===== config.mk =====
export PLATFORM = sky130hd
export DESIGN_NAME = uart_tx_arbiter_flat
export DESIGN_NICKNAME = d
export VERILOG_FILES = /design/src/rtl/uart_tx_arbiter_pkg.sv /design/src/rtl/uart_tx_arbiter_if.sv /design/src/rtl/uart_tx_arbiter_rr_pick.sv /design/src/rtl/uart_tx_arbiter.sv /design/src/flat_wrapper.sv
export SDC_FILE = /design/constraint.sdc
export NUM_CORES = 1
export LEC_CHECK = 0
export BUFFER_PORTS_ARGS = -buffer_cell sky130_fd_sc_hd__buf_2
export CORE_MARGIN = 5
export CORE_UTILIZATION = 29
export DETAILED_ROUTE_END_ITERATION = 10
export HOLD_SLACK_MARGIN = 0.05
export MAX_ROUTING_LAYER = met4
export SLEW_MARGIN = 10
export SYNTH_ARGS = -nofsm -noshare
export SYNTH_HDL_FRONTEND = slang
export SYNTH_SLANG_ARGS = --single-unit

===== constraint.sdc =====
create_clock -name i_sysclk -period 4.45 [get_ports i_sysclk]
set_input_delay 0.89 -clock i_sysclk [delete_from_list [all_inputs] [get_ports i_sysclk]]
set_output_delay 0.89 -clock i_sysclk [all_outputs]
set_load 0.1 [all_outputs]

===== src/rtl/uart_tx_arbiter_pkg.sv =====
// Purpose: shared types and limits for the UART transmit arbiter.
// Latency: n/a (types, constants and a width helper only).
// Backpressure: n/a.
package uart_tx_arbiter_pkg;

    // Sequencer states: IDLE (no lock), LOCK (owner only), STROBE (one cycle), WAIT (UART busy)
    typedef enum logic [1:0] {
        ST_IDLE   = 2'd0,
        ST_LOCK   = 2'd1,
        ST_STROBE = 2'd2,
        ST_WAIT   = 2'd3
    } arb_state_t;

    // Legal range for the number of requesters
    localparam int NREQ_MIN = 2;
    localparam int NREQ_MAX = 8;

    // Width of a requester index
    function automatic int idx_width(input int n);
        return (n > 1) ? $clog2(n) : 1;
    endfunction

endpackage


===== src/rtl/uart_tx_arbiter_if.sv =====
// Purpose: bundle of requester-side and UART-side signals of the transmit arbiter.
// Latency: n/a (wires only).
// Backpressure: reqReady acknowledges a held reqValid byte; txRdy gates txStb.
// Ports (slave = arbiter side):
//   reqValid/reqData/reqLast  in   per-requester byte offer (byte i in bits [8i+7:8i])
//   reqReady                  out  one-cycle acknowledge per requester
//   txData/txStb              out  byte and one-cycle strobe to the UART
//   txRdy                     in   UART ready
//   grant/busy/lockDrop       out  owner one-hot, not-idle flag, lock-timeout pulse
interface uart_tx_arbiter_if #(
    parameter int NREQ = 4
);
    logic [NREQ-1:0]   reqValid;
    logic [8*NREQ-1:0] reqData;
    logic [NREQ-1:0]   reqLast;
    logic [NREQ-1:0]   reqReady;
    logic [7:0]        txData;
    logic              txStb;
    logic              txRdy;
    logic [NREQ-1:0]   grant;
    logic              busy;
    logic              lockDrop;

    // Requesters plus UART (the environment around the arbiter)
    modport master (
        output reqValid, reqData, reqLast, txRdy,
        input  reqReady, txData, txStb, grant, busy, lockDrop
    );

    // The arbiter itself
    modport slave (
        input  reqValid, reqData, reqLast, txRdy,
        output reqReady, txData, txStb, grant, busy, lockDrop
    );
endinterface


===== src/rtl/uart_tx_arbiter_rr_pick.sv =====
// Purpose: combinational round-robin picker, first masked request after i_last (wrapping).
// Latency: 0 cycles (pure combinational).
// Backpressure: none; o_any low means nothing eligible.
// Ports:
//   i_req     requests           i_last    index of previous winner
//   i_mask    eligible set       o_onehot  winner one-hot
//   o_idx     winner index       o_any     a winner exists
module uart_tx_arbiter_rr_pick
    import uart_tx_arbiter_pkg::*;
#(
    parameter int NREQ  = 4,
    parameter int IDX_W = idx_width(NREQ)
) (
    input  logic [NREQ-1:0]  i_req,
    input  logic [IDX_W-1:0] i_last,
    input  logic [NREQ-1:0]  i_mask,
    output logic [NREQ-1:0]  o_onehot,
    output logic [IDX_W-1:0] o_idx,
    output logic             o_any
);

    logic [NREQ-1:0] w_cand;
    assign w_cand = i_req & i_mask;

    always_comb begin
        // One spare bit so last+k (at most 2*NREQ-1) cannot overflow before the wrap
        logic [IDX_W:0]   w_sum;
        logic [IDX_W-1:0] w_pos;
        o_onehot = '0;
        o_idx    = '0;
        o_any    = 1'b0;
        w_sum    = '0;
        w_pos    = '0;
        // Visit last+1 .. last+NREQ; the previous winner is checked last
        for (int k = 1; k <= NREQ; k++) begin
            w_sum = {1'b0, i_last} + (IDX_W+1)'(k);
            if (w_sum >= (IDX_W+1)'(NREQ)) begin
                w_sum = w_sum - (IDX_W+1)'(NREQ);
            end
            w_pos = w_sum[IDX_W-1:0];
            if (!o_any && w_cand[w_pos]) begin
                o_any           = 1'b1;
                o_idx           = w_pos;
                o_onehot[w_pos] = 1'b1;
            end
        end
    end

endmodule


===== src/rtl/uart_tx_arbiter.sv =====
// Purpose: round-robin arbiter/sequencer sharing one UART transmitter among NREQ byte requesters.
// Latency: request seen with txRdy high -> txStb/reqReady next cycle; strobes >= 3 cycles apart.
// Backpressure: no strobe while txRdy is low; a byte is held by its requester until reqReady.
// Ports: i_sysclk (clock), i_rst_n (async active-low reset), io_arb (uart_tx_arbiter_if.slave).
// Optional: UART_ARB_TIMEOUT_EN builds the lock-timeout counter and drives lockDrop.
module uart_tx_arbiter
    import uart_tx_arbiter_pkg::*;
#(
    parameter int NREQ    = 4,
    parameter int TIMEOUT = 1024
) (
    input  logic             i_sysclk,
    input  logic             i_rst_n,
    uart_tx_arbiter_if.slave io_arb
);

    localparam int IDX_W = idx_width(NREQ);

    if (NREQ < NREQ_MIN || NREQ > NREQ_MAX || TIMEOUT < 1) begin : g_bad_cfg
        $error("uart_tx_arbiter: NREQ must be 2..8 and TIMEOUT at least 1");
    end

    arb_state_t       r_state, w_state_nxt;
    logic [7:0]       r_tx_data, w_tx_data_nxt;
    logic             r_tx_stb, w_tx_stb_nxt;
    logic [NREQ-1:0]  r_req_ready, w_req_ready_nxt;
    logic [NREQ-1:0]  r_grant, w_grant_nxt;
    logic             r_busy, w_busy_nxt;
    logic [IDX_W-1:0] r_last, w_last_nxt;
    logic             r_lock, w_lock_nxt;

    logic [NREQ-1:0]  w_mask;
    logic [NREQ-1:0]  w_pick_onehot;
    logic [IDX_W-1:0] w_pick_idx;
    logic             w_pick_any;
    logic [7:0]       w_win_data;
    logic             w_win_last;

`ifdef UART_ARB_TIMEOUT_EN
    localparam int CNT_W = $clog2(TIMEOUT + 1);
    logic [CNT_W-1:0] r_to_cnt, w_to_cnt_nxt, w_to_cnt_inc;
    logic             r_lock_drop, w_lock_drop_nxt;
    logic             w_lock_vld;

    // While locked, grant is the one-hot of the lock owner
    assign w_lock_vld   = |(io_arb.reqValid & r_grant);
    assign w_to_cnt_inc = r_to_cnt + 1'b1;
`endif

    // In LOCK only the owner (held in grant) is eligible
    assign w_mask = (r_state == ST_LOCK) ? r_grant : '1;

    uart_tx_arbiter_rr_pick #(
        .NREQ  (NREQ),
        .IDX_W (IDX_W)
    ) u_rr_pick (
        .i_req    (io_arb.reqValid),
        .i_last   (r_last),
        .i_mask   (w_mask),
        .o_onehot (w_pick_onehot),
        .o_idx    (w_pick_idx),
        .o_any    (w_pick_any)
    );

    assign w_win_data = io_arb.reqData[{w_pick_idx, 3'b000} +: 8];
    assign w_win_last = io_arb.reqLast[w_pick_idx];

    always_comb begin
        w_state_nxt     = r_state;
        w_tx_data_nxt   = r_tx_data;
        w_tx_stb_nxt    = 1'b0;
        w_req_ready_nxt = '0;
        w_grant_nxt     = r_grant;
        w_last_nxt      = r_last;
        w_lock_nxt      = r_lock;
`ifdef UART_ARB_TIMEOUT_EN
        w_to_cnt_nxt    = r_to_cnt;
        w_lock_drop_nxt = 1'b0;
`endif
        case (r_state)
            ST_IDLE, ST_LOCK: begin
                if (io_arb.txRdy && w_pick_any) begin
                    w_tx_data_nxt   = w_win_data;
                    w_tx_stb_nxt    = 1'b1;
                    w_req_ready_nxt = w_pick_onehot;
                    w_grant_nxt     = w_pick_onehot;
                    w_last_nxt      = w_pick_idx;
                    // A byte without reqLast keeps the line reserved for this requester
                    w_lock_nxt      = ~w_win_last;
                    w_state_nxt     = ST_STROBE;
`ifdef UART_ARB_TIMEOUT_EN
                    w_to_cnt_nxt    = '0;
`endif
                end
`ifdef UART_ARB_TIMEOUT_EN
                else if (r_state == ST_LOCK) begin
                    if (w_lock_vld) begin
                        w_to_cnt_nxt = '0;
                    end else if (w_to_cnt_inc == CNT_W'(TIMEOUT)) begin
                        // Owner went silent too long; last already points at it
                        w_to_cnt_nxt    = '0;
                        w_lock_nxt      = 1'b0;
                        w_grant_nxt     = '0;
                        w_lock_drop_nxt = 1'b1;
                        w_state_nxt     = ST_IDLE;
                    end else begin
                        w_to_cnt_nxt = w_to_cnt_inc;
                    end
                end
`endif
            end
            ST_STROBE: begin
                // txRdy only falls a cycle after the strobe, so it is not trusted here
                w_state_nxt = ST_WAIT;
            end
            ST_WAIT: begin
                if (io_arb.txRdy) begin
                    if (r_lock) begin
                        w_state_nxt = ST_LOCK;
                    end else begin
                        w_state_nxt = ST_IDLE;
                        w_grant_nxt = '0;
                    end
                end
            end
            default: begin
                w_state_nxt = ST_IDLE;
            end
        endcase
        w_busy_nxt = (w_state_nxt != ST_IDLE);
    end

    always_ff @(posedge i_sysclk or negedge i_rst_n) begin
        if (!i_rst_n) begin
            r_state     <= ST_IDLE;
            r_tx_data   <= '0;
            r_tx_stb    <= 1'b0;
            r_req_ready <= '0;
            r_grant     <= '0;
            r_busy      <= 1'b0;
            r_last      <= IDX_W'(NREQ - 1);
            r_lock      <= 1'b0;
`ifdef UART_ARB_TIMEOUT_EN
            r_to_cnt    <= '0;
            r_lock_drop <= 1'b0;
`endif
        end else begin
            r_state     <= w_state_nxt;
            r_tx_data   <= w_tx_data_nxt;
            r_tx_stb    <= w_tx_stb_nxt;
            r_req_ready <= w_req_ready_nxt;
            r_grant     <= w_grant_nxt;
            r_busy      <= w_busy_nxt;
            r_last      <= w_last_nxt;
            r_lock      <= w_lock_nxt;
`ifdef UART_ARB_TIMEOUT_EN
            r_to_cnt    <= w_to_cnt_nxt;
            r_lock_drop <= w_lock_drop_nxt;
`endif
        end
    end

    assign io_arb.reqReady = r_req_ready;
    assign io_arb.txData   = r_tx_data;
    assign io_arb.txStb    = r_tx_stb;
    assign io_arb.grant    = r_grant;
    assign io_arb.busy     = r_busy;
`ifdef UART_ARB_TIMEOUT_EN
    assign io_arb.lockDrop = r_lock_drop;
`else
    assign io_arb.lockDrop = 1'b0;
`endif

endmodule


===== src/flat_wrapper.sv =====
// flat-port wrapper written by rule: the top's interface ports become plain ports
module uart_tx_arbiter_flat import uart_tx_arbiter_pkg::*;
#(
    parameter int NREQ    = 4,
    parameter int TIMEOUT = 1024
)
  (i_sysclk, i_rst_n, io_arb_reqValid, io_arb_reqData, io_arb_reqLast, io_arb_txRdy, io_arb_reqReady, io_arb_txData, io_arb_txStb, io_arb_grant, io_arb_busy, io_arb_lockDrop);
  uart_tx_arbiter_if #(.NREQ(NREQ)) io_arb_i ();
  input  logic i_sysclk;
  input  logic i_rst_n;
  input wire logic [$bits(io_arb_i.reqValid)-1:0] io_arb_reqValid;
  input wire logic [$bits(io_arb_i.reqData)-1:0] io_arb_reqData;
  input wire logic [$bits(io_arb_i.reqLast)-1:0] io_arb_reqLast;
  input wire logic [$bits(io_arb_i.txRdy)-1:0] io_arb_txRdy;
  output wire logic [$bits(io_arb_i.reqReady)-1:0] io_arb_reqReady;
  output wire logic [$bits(io_arb_i.txData)-1:0] io_arb_txData;
  output wire logic [$bits(io_arb_i.txStb)-1:0] io_arb_txStb;
  output wire logic [$bits(io_arb_i.grant)-1:0] io_arb_grant;
  output wire logic [$bits(io_arb_i.busy)-1:0] io_arb_busy;
  output wire logic [$bits(io_arb_i.lockDrop)-1:0] io_arb_lockDrop;
  assign io_arb_i.reqValid = io_arb_reqValid;
  assign io_arb_i.reqData = io_arb_reqData;
  assign io_arb_i.reqLast = io_arb_reqLast;
  assign io_arb_i.txRdy = io_arb_txRdy;
  assign io_arb_reqReady = io_arb_i.reqReady;
  assign io_arb_txData = io_arb_i.txData;
  assign io_arb_txStb = io_arb_i.txStb;
  assign io_arb_grant = io_arb_i.grant;
  assign io_arb_busy = io_arb_i.busy;
  assign io_arb_lockDrop = io_arb_i.lockDrop;
  uart_tx_arbiter #(.NREQ(NREQ), .TIMEOUT(TIMEOUT)) u_core (.i_sysclk(i_sysclk), .i_rst_n(i_rst_n), .io_arb(io_arb_i));
endmodule

==> results_dict.tcl, run 1 <==
set metrics [dict create \
    yosys.area_share.simple 0.185 \
    vias_per_cell 5.61 \
    final_core_util 0.360 \
    slowest_delay_ns 0.67 \
    synth_top_family_by_area "compound AO/OA/AOI/OAI gates" \
    vias 1947 \
    endpoint_kind "flip-flop" \
    syn_nets 271 \
    hold_path.class "flip-flop to flip-flop" \
    drcViolationCount 0 \
    clock-sinks 23 \
    crit_fanout 22 \
    cts_setup_buffers 0 \
    grt_usage 0.141 \
    skew_ns 0.00312 \
    ir_worst_vdd_uv 83.7 \
    drv_slew 0 \
    worstPathCellList "inv_1 > ha_1 > mux4_2 > a41oi_2 > nand3_1 > o32ai_1 > a21oi_1" \
    fin_nets 322 \
    start_kind "flip-flop" \
    finalSetupViolCount 0 \
    diodes 0 \
    slowest_stage "a41oi_2" \
    antenna_found_initial 0 \
    coreArea_um2 6420 \
    synth_fa_ha_area_frac 0.0518 \
    grt_overflow 0 \
    syn_area_um2 1930 \
    portBuffers 60 \
    worstSetupPathType "flip-flop to flip-flop" \
    ant_nets 0 \
    synth-compound-area-share 0.326 \
    syn_area_per_cell_um2 8.78 \
    power_leakage_nw 1.12 \
    htree_num_levels 1 \
    cts_buffers 3 \
    die_w_um 91.6 \
    final.min_clock_period_ns 3.66 \
    root_buffer "clkbuf_8" \
    netlist_instances 220 \
    status "completed" \
    avgRoutedWirePerCell_um 16.5 \
    pin_count 62 \
    grt_pass1_wl_um 9620 \
    hold_violations 0 \
    drt_iter0_markers 137 \
    cp.required_ns 4.60 \
    fmax_mhz 273 \
    synth_mux_area_frac 0.0816 \
    ys.flop_type "dfrtp_1" \
    place_ws_ns 0.842 \
    synth_edf_count 0 \
    grt_max_degree 32 \
    dr.pass1.iters 4 \
    cts_buffer_depth 2 \
    areaGrowthSynthToFinish_pct 19.7 \
    setup_tns_ns 0 \
    dp_hpwl_um 4360 \
    die_h_um 91.6 \
    synth-xor-area-share 0.00453 \
    fin_ws_ns 0.787 \
    initial_utilization 0.301 \
    cts_hold_buf 0 \
    yosysWarnings 0 \
    synthArstFlopShare 1.00 \
    synth-seq-cells 23 \
    first_global_vias 1976 \
    ys_types 51 \
    drive_above_1_share 0.322 \
    numPlacedInstances 343 \
    worst_ep_arrival_time_ns 3.81 \
    maxCapViolCount 0 \
    dieArea_um2 8390 \
    gp_congestion 0.852 \
    cts_resized 0 \
    cts_tree "built" \
    tightest_slew_ns 0.687 \
    path_clk_slew_ns 0.09 \
    insertion_delay_ns 0.27 \
    slew_headroom 0.542 \
    yosysSeqAreaShare 0.299 \
    power_density_nw_per_um2 165 \
    post-route-period-util 0.823 \
    row_count 29 \
    fin_cells 347 \
    totalWireLength_um 5730 \
    rsz0062_at_grt "false" \
    whs_ns 0.504 \
]
[path summary, 6_finish.rpt]
| kind | start | slack, ns | to | cells past startpoint |
|---|---|---|---|---|
| setup / recovery | u_core.r_last[1] | 0.79 | u_core.io_arb.txData[5] | 7 |
| hold / removal | u_core.io_arb.grant[2] | 0.50 | u_core.io_arb.grant[2] | 1 |
| setup reg to reg | u_core.r_last[1] | 0.79 | u_core.io_arb.txData[5] | 7 |
| hold reg to reg | u_core.io_arb.grant[2] | 0.50 | u_core.io_arb.grant[2] | 1 |
| max in group asynchronous | i_rst_n | 3.47 | u_core.r_last[1] | 1 |
| min in group asynchronous | i_rst_n | 0.60 | u_core.io_arb.txData[2] | 1 |
[power by group]
group / internal [mW] / switching [mW]
clock: 0.0626 / 0.0705
sequential: 0.209 / 0
combinational: 0.0181 / 0.0222
[layout make-up]
class                      instances  area (µm²)
clock inverter                     1        5.00
fill                             651        4110
tap                               77        96.3
multi-input combinational        177        1260
timing repair buffer              63         323
clock buffer                       3        41.3
sequential                        23         578
inverter                           3        11.3
[placed cells by master, fill, tap and decap left out, types with 8 or more instances in the layout]
cell type and n:
buf_2 60, nand2_1 44, dfrtp_1 21, a31oi_1 12
a22oi_1 10, o21ai_0 10, a21oi_1 10, o32ai_1 9
a211oi_1 9, ha_1 8
[layer usage]
metal | routed length, µm | global-route usage | up-vias
li1 | - | - | 932
met4 | 70 | 0.0339 | 0
met5 | 0 | - | -
met1 | 2510 | 0.182 | 936
met3 | 228 | 0.0172 | 9
met2 | 2920 | 0.237 | 70
[kinds of logic after synthesis]
logic type | Yosys count
compound gates | 87
simple gates | 73
flops | 23
buf+inv | 20
fa+ha+maj | 8
mux | 7
other cells | 1
xor+xnor | 1
[sequential cells by signal, indices dropped and copies added, names as in the netlist]
| name | cells |
|---|---|
| u_core.io_arb.reqReady | 4 |
| u_core.io_arb.txStb | 1 |
| u_core.io_arb.grant | 4 |
| u_core.io_arb.busy | 1 |
| u_core.r_lock | 1 |
| u_core.r_state | 2 |
| u_core.r_last | 2 |
| u_core.io_arb.txData | 8 |
[cell usage after synthesis, types with 2 or more instances]
master,n,area share
o32ai_1,9,0.041
a211oi_1,9,0.035
ha_1,8,0.052
a22oi_1,10,0.039
a21oi_1,10,0.026
a21o_1,5,0.019
nand2_1,44,0.085
o21ai_1,2,0.0052
clkbuf_1,8,0.016
o21a_1,6,0.023
nor2_1,6,0.012
buf_4,2,0.0078
nor3_1,2,0.0052
and2_1,4,0.013
buf_2,5,0.013
dfstp_2,2,0.027
inv_1,3,0.0058
o21ai_0,10,0.026
mux4_2,7,0.082
a31oi_1,12,0.039
and2_4,2,0.0091
nand3_1,5,0.013
dfrtp_1,21,0.27
[critical path, delay by kind of cell (launching register included)]
kind                       cells  cell delay, ns
adders and majority gates      1            0.48
AOI/OAI and AO/OA              3            1.16
buffers and inverters          1            0.19
and+or+nand+nor                1            0.49
DFF                            1            0.65
muxes                          1            0.57
[through the flow]
| stage | instance area (µm²) | power (mW) |
|---|---|---|
| final | 2310 | 0.382 |
| after global routing | 2310 | 0.402 |
| after CTS | 2310 | 0.392 |
| after detailed placement | 2270 | 0.254 |
| after global placement | 2270 | 0.253 |
| after floorplan | 1930 | 0.226 |
No activity file was read; power rests on OpenSTA's default activity.
==> run 2: changes to the inputs <==
- ABC_AREA: unset -> 1
- clock period: 4.45 -> 3.3 ns (I/O delays scaled with it)
==> results_dict.tcl, run 2 <==
set metrics [dict create \
    status "completed" \
    final_cell_mix "77 x nand2_1, 60 x buf_2, 45 x nand3_1" \
    synth_top_area_share 0.308 \
    syn_nets 294 \
    ant_nets 0 \
    largest_reg_flops 8 \
    drt_iter0_markers 107 \
    setup_tns_ns 0 \
    initial_utilization 0.294 \
    first_global_vias 1705 \
    grt_pass1_wl_um 7450 \
    endpoint_kind "flip-flop" \
    gp_congestion 0.930 \
    final.min_clock_period_ns 2.88 \
    fin_nets 354 \
    areaGrowthSynthToFinish_pct 23.7 \
    yosys.area.top_type "dfrtp_1" \
    synth_common_cells "77 x nand2_1, 45 x nand3_1, 28 x inv_1" \
    worstSetupPathType "flip-flop to flip-flop" \
    coreArea_um2 5820 \
    r2r_start "u_core.r_last[0]" \
    ys_types 27 \
    reg2reg_slack_ns 0.42 \
    maxCapViolCount 0 \
    crit_fanout 25 \
    synth-seq-cells 23 \
    cts_tree "built" \
    reg2reg_to "u_core.io_arb.busy" \
    dp_hpwl_um 3630 \
    finalSetupViolCount 0 \
    r2r.worst_path.cells 12 \
    synthMostInstantiatedCell "nand2_1" \
    drcViolationCount 0 \
    syn_area_per_cell_um2 7.03 \
    yosysSeqAreaShare 0.338 \
    drv_slew 0 \
    cts_resized 0 \
    cts_buffers 3 \
    die_h_um 86.7 \
    synth.top_cells.by_area "dfrtp_1 31%, nand2_1 17%, nand3_1 13%" \
    slew_headroom 0.542 \
    rsz0062_at_grt "false" \
    worst_ep_arrival_time_ns 3.08 \
    fmax_mhz 347 \
    antenna_found_initial 0 \
    pin_count 62 \
    drive_above_1_share 0.315 \
    whs_ns 0.360 \
    ys.flop_type "dfrtp_1" \
    syn_area_um2 1710 \
    synth_edf_count 0 \
    cts_setup_buffers 0 \
    tightest_slew_ns 0.681 \
    path_clk_slew_ns 0.08 \
    totalWireLength_um 4380 \
    cts_hold_buf 0 \
    cts_buffer_depth 2 \
    root_buffer "clkbuf_8" \
    netlist_instances 243 \
    skew_ns 0.00710 \
    avgRoutedWirePerCell_um 11.6 \
    cp.required_ns 3.50 \
    layout_commonest_cell "nand2_1" \
    grt_overflow 0 \
    post-route-period-util 0.874 \
    grt_usage 0.125 \
    yosysWarnings 0 \
    dieArea_um2 7520 \
    hold_path.class "primary input to asynchronous set/reset pin" \
    htree_num_levels 1 \
    start_kind "flip-flop" \
    dr.pass1.iters 4 \
    row_count 28 \
    portBuffers 60 \
    diodes 0 \
    vias 1705 \
    synthArstFlopShare 1.00 \
    clock-sinks 23 \
    die_w_um 86.7 \
    grt_max_degree 28 \
    vias_per_cell 4.52 \
    insertion_delay_ns 0.26 \
    hold_violations 0 \
]
-- run 2: cell types whose count changed in the layout (fill, tap and decap cells not counted), sizes merged, moves of 10 or more --
cell / delta
a22oi: -10
a31oi: -12
inv: +28
nand2: +40
nand3: +46
o21ai: -12
-- run 2: kinds of logic after synthesis --
family / count (synthesis) / share of synthesized area
and+or+nand+nor: 157 / 0.446
buffers and inverters: 36 / 0.0894
DFF: 23 / 0.338
AOI/OAI and AO/OA: 18 / 0.0652
adders and majority gates: 8 / 0.0586
other: 1 / 0.00220
-- run 2: cell type report --
cell class | instances | area, µm²
Tap cell | 75 | 93.8
Sequential cell | 23 | 578
Clock inverter | 1 | 5.00
Fill cell | 647 | 3700
Inverter | 31 | 116
Clock buffer | 3 | 41.3
Multi-Input combinational cell | 184 | 977
Timing Repair Buffer | 60 | 300
-- run 2: through the flow --
stage | util | worst slack (ns) | cells | area (µm²)
floorplan | - | 0.829 | 243 | 1710
global placement | 0.355 | 0.523 | 373 | 2070
detailed placement | 0.355 | 0.439 | 373 | 2070
CTS | 0.363 | 0.406 | 377 | 2110
global route | 0.363 | 0.123 | 377 | 2110
finish | 0.363 | 0.415 | 377 | 2110
-- run 2: critical path, stage by stage (launching register included) --
cell	delay [ns]
dfstp_2	0.66
inv_2	0.14
ha_1	0.39
inv_1	0.13
nand3_1	0.13
nand2_4	0.12
nand3_1	0.16
nor2_2	0.16
nor2_1	0.07
nand2_2	0.34
o31ai_1	0.27
nor2_2	0.15
or2_1	0.10
-- run 2: worst max path at each step --
stage          slack [ns]  cells after the start                       to                   start
2_1_floorplan        0.83                     13  u_core.io_arb.txData[5]  u_core.io_arb.grant[0]
3_3_place_gp         0.52                     12       u_core.io_arb.busy        u_core.r_last[1]
3_5_place_dp         0.44                     12       u_core.io_arb.busy        u_core.r_last[1]
4_1_cts              0.41                     12       u_core.io_arb.busy        u_core.r_last[1]
5_1_grt              0.12                     11   u_core.io_arb.grant[1]        u_core.r_last[1]
6_report             0.42                     12       u_core.io_arb.busy        u_core.r_last[0]
-- run 2: layer usage --
metal  global-route usage  part of all wire
met1                0.169              0.48
met5                    -                 0
met2                0.192              0.44
met4               0.0142            0.0027
met3               0.0371             0.084
Power of run 2 is not shown: default switching activity piles up to over one toggle a cycle in this logic, so the estimate is an artifact.
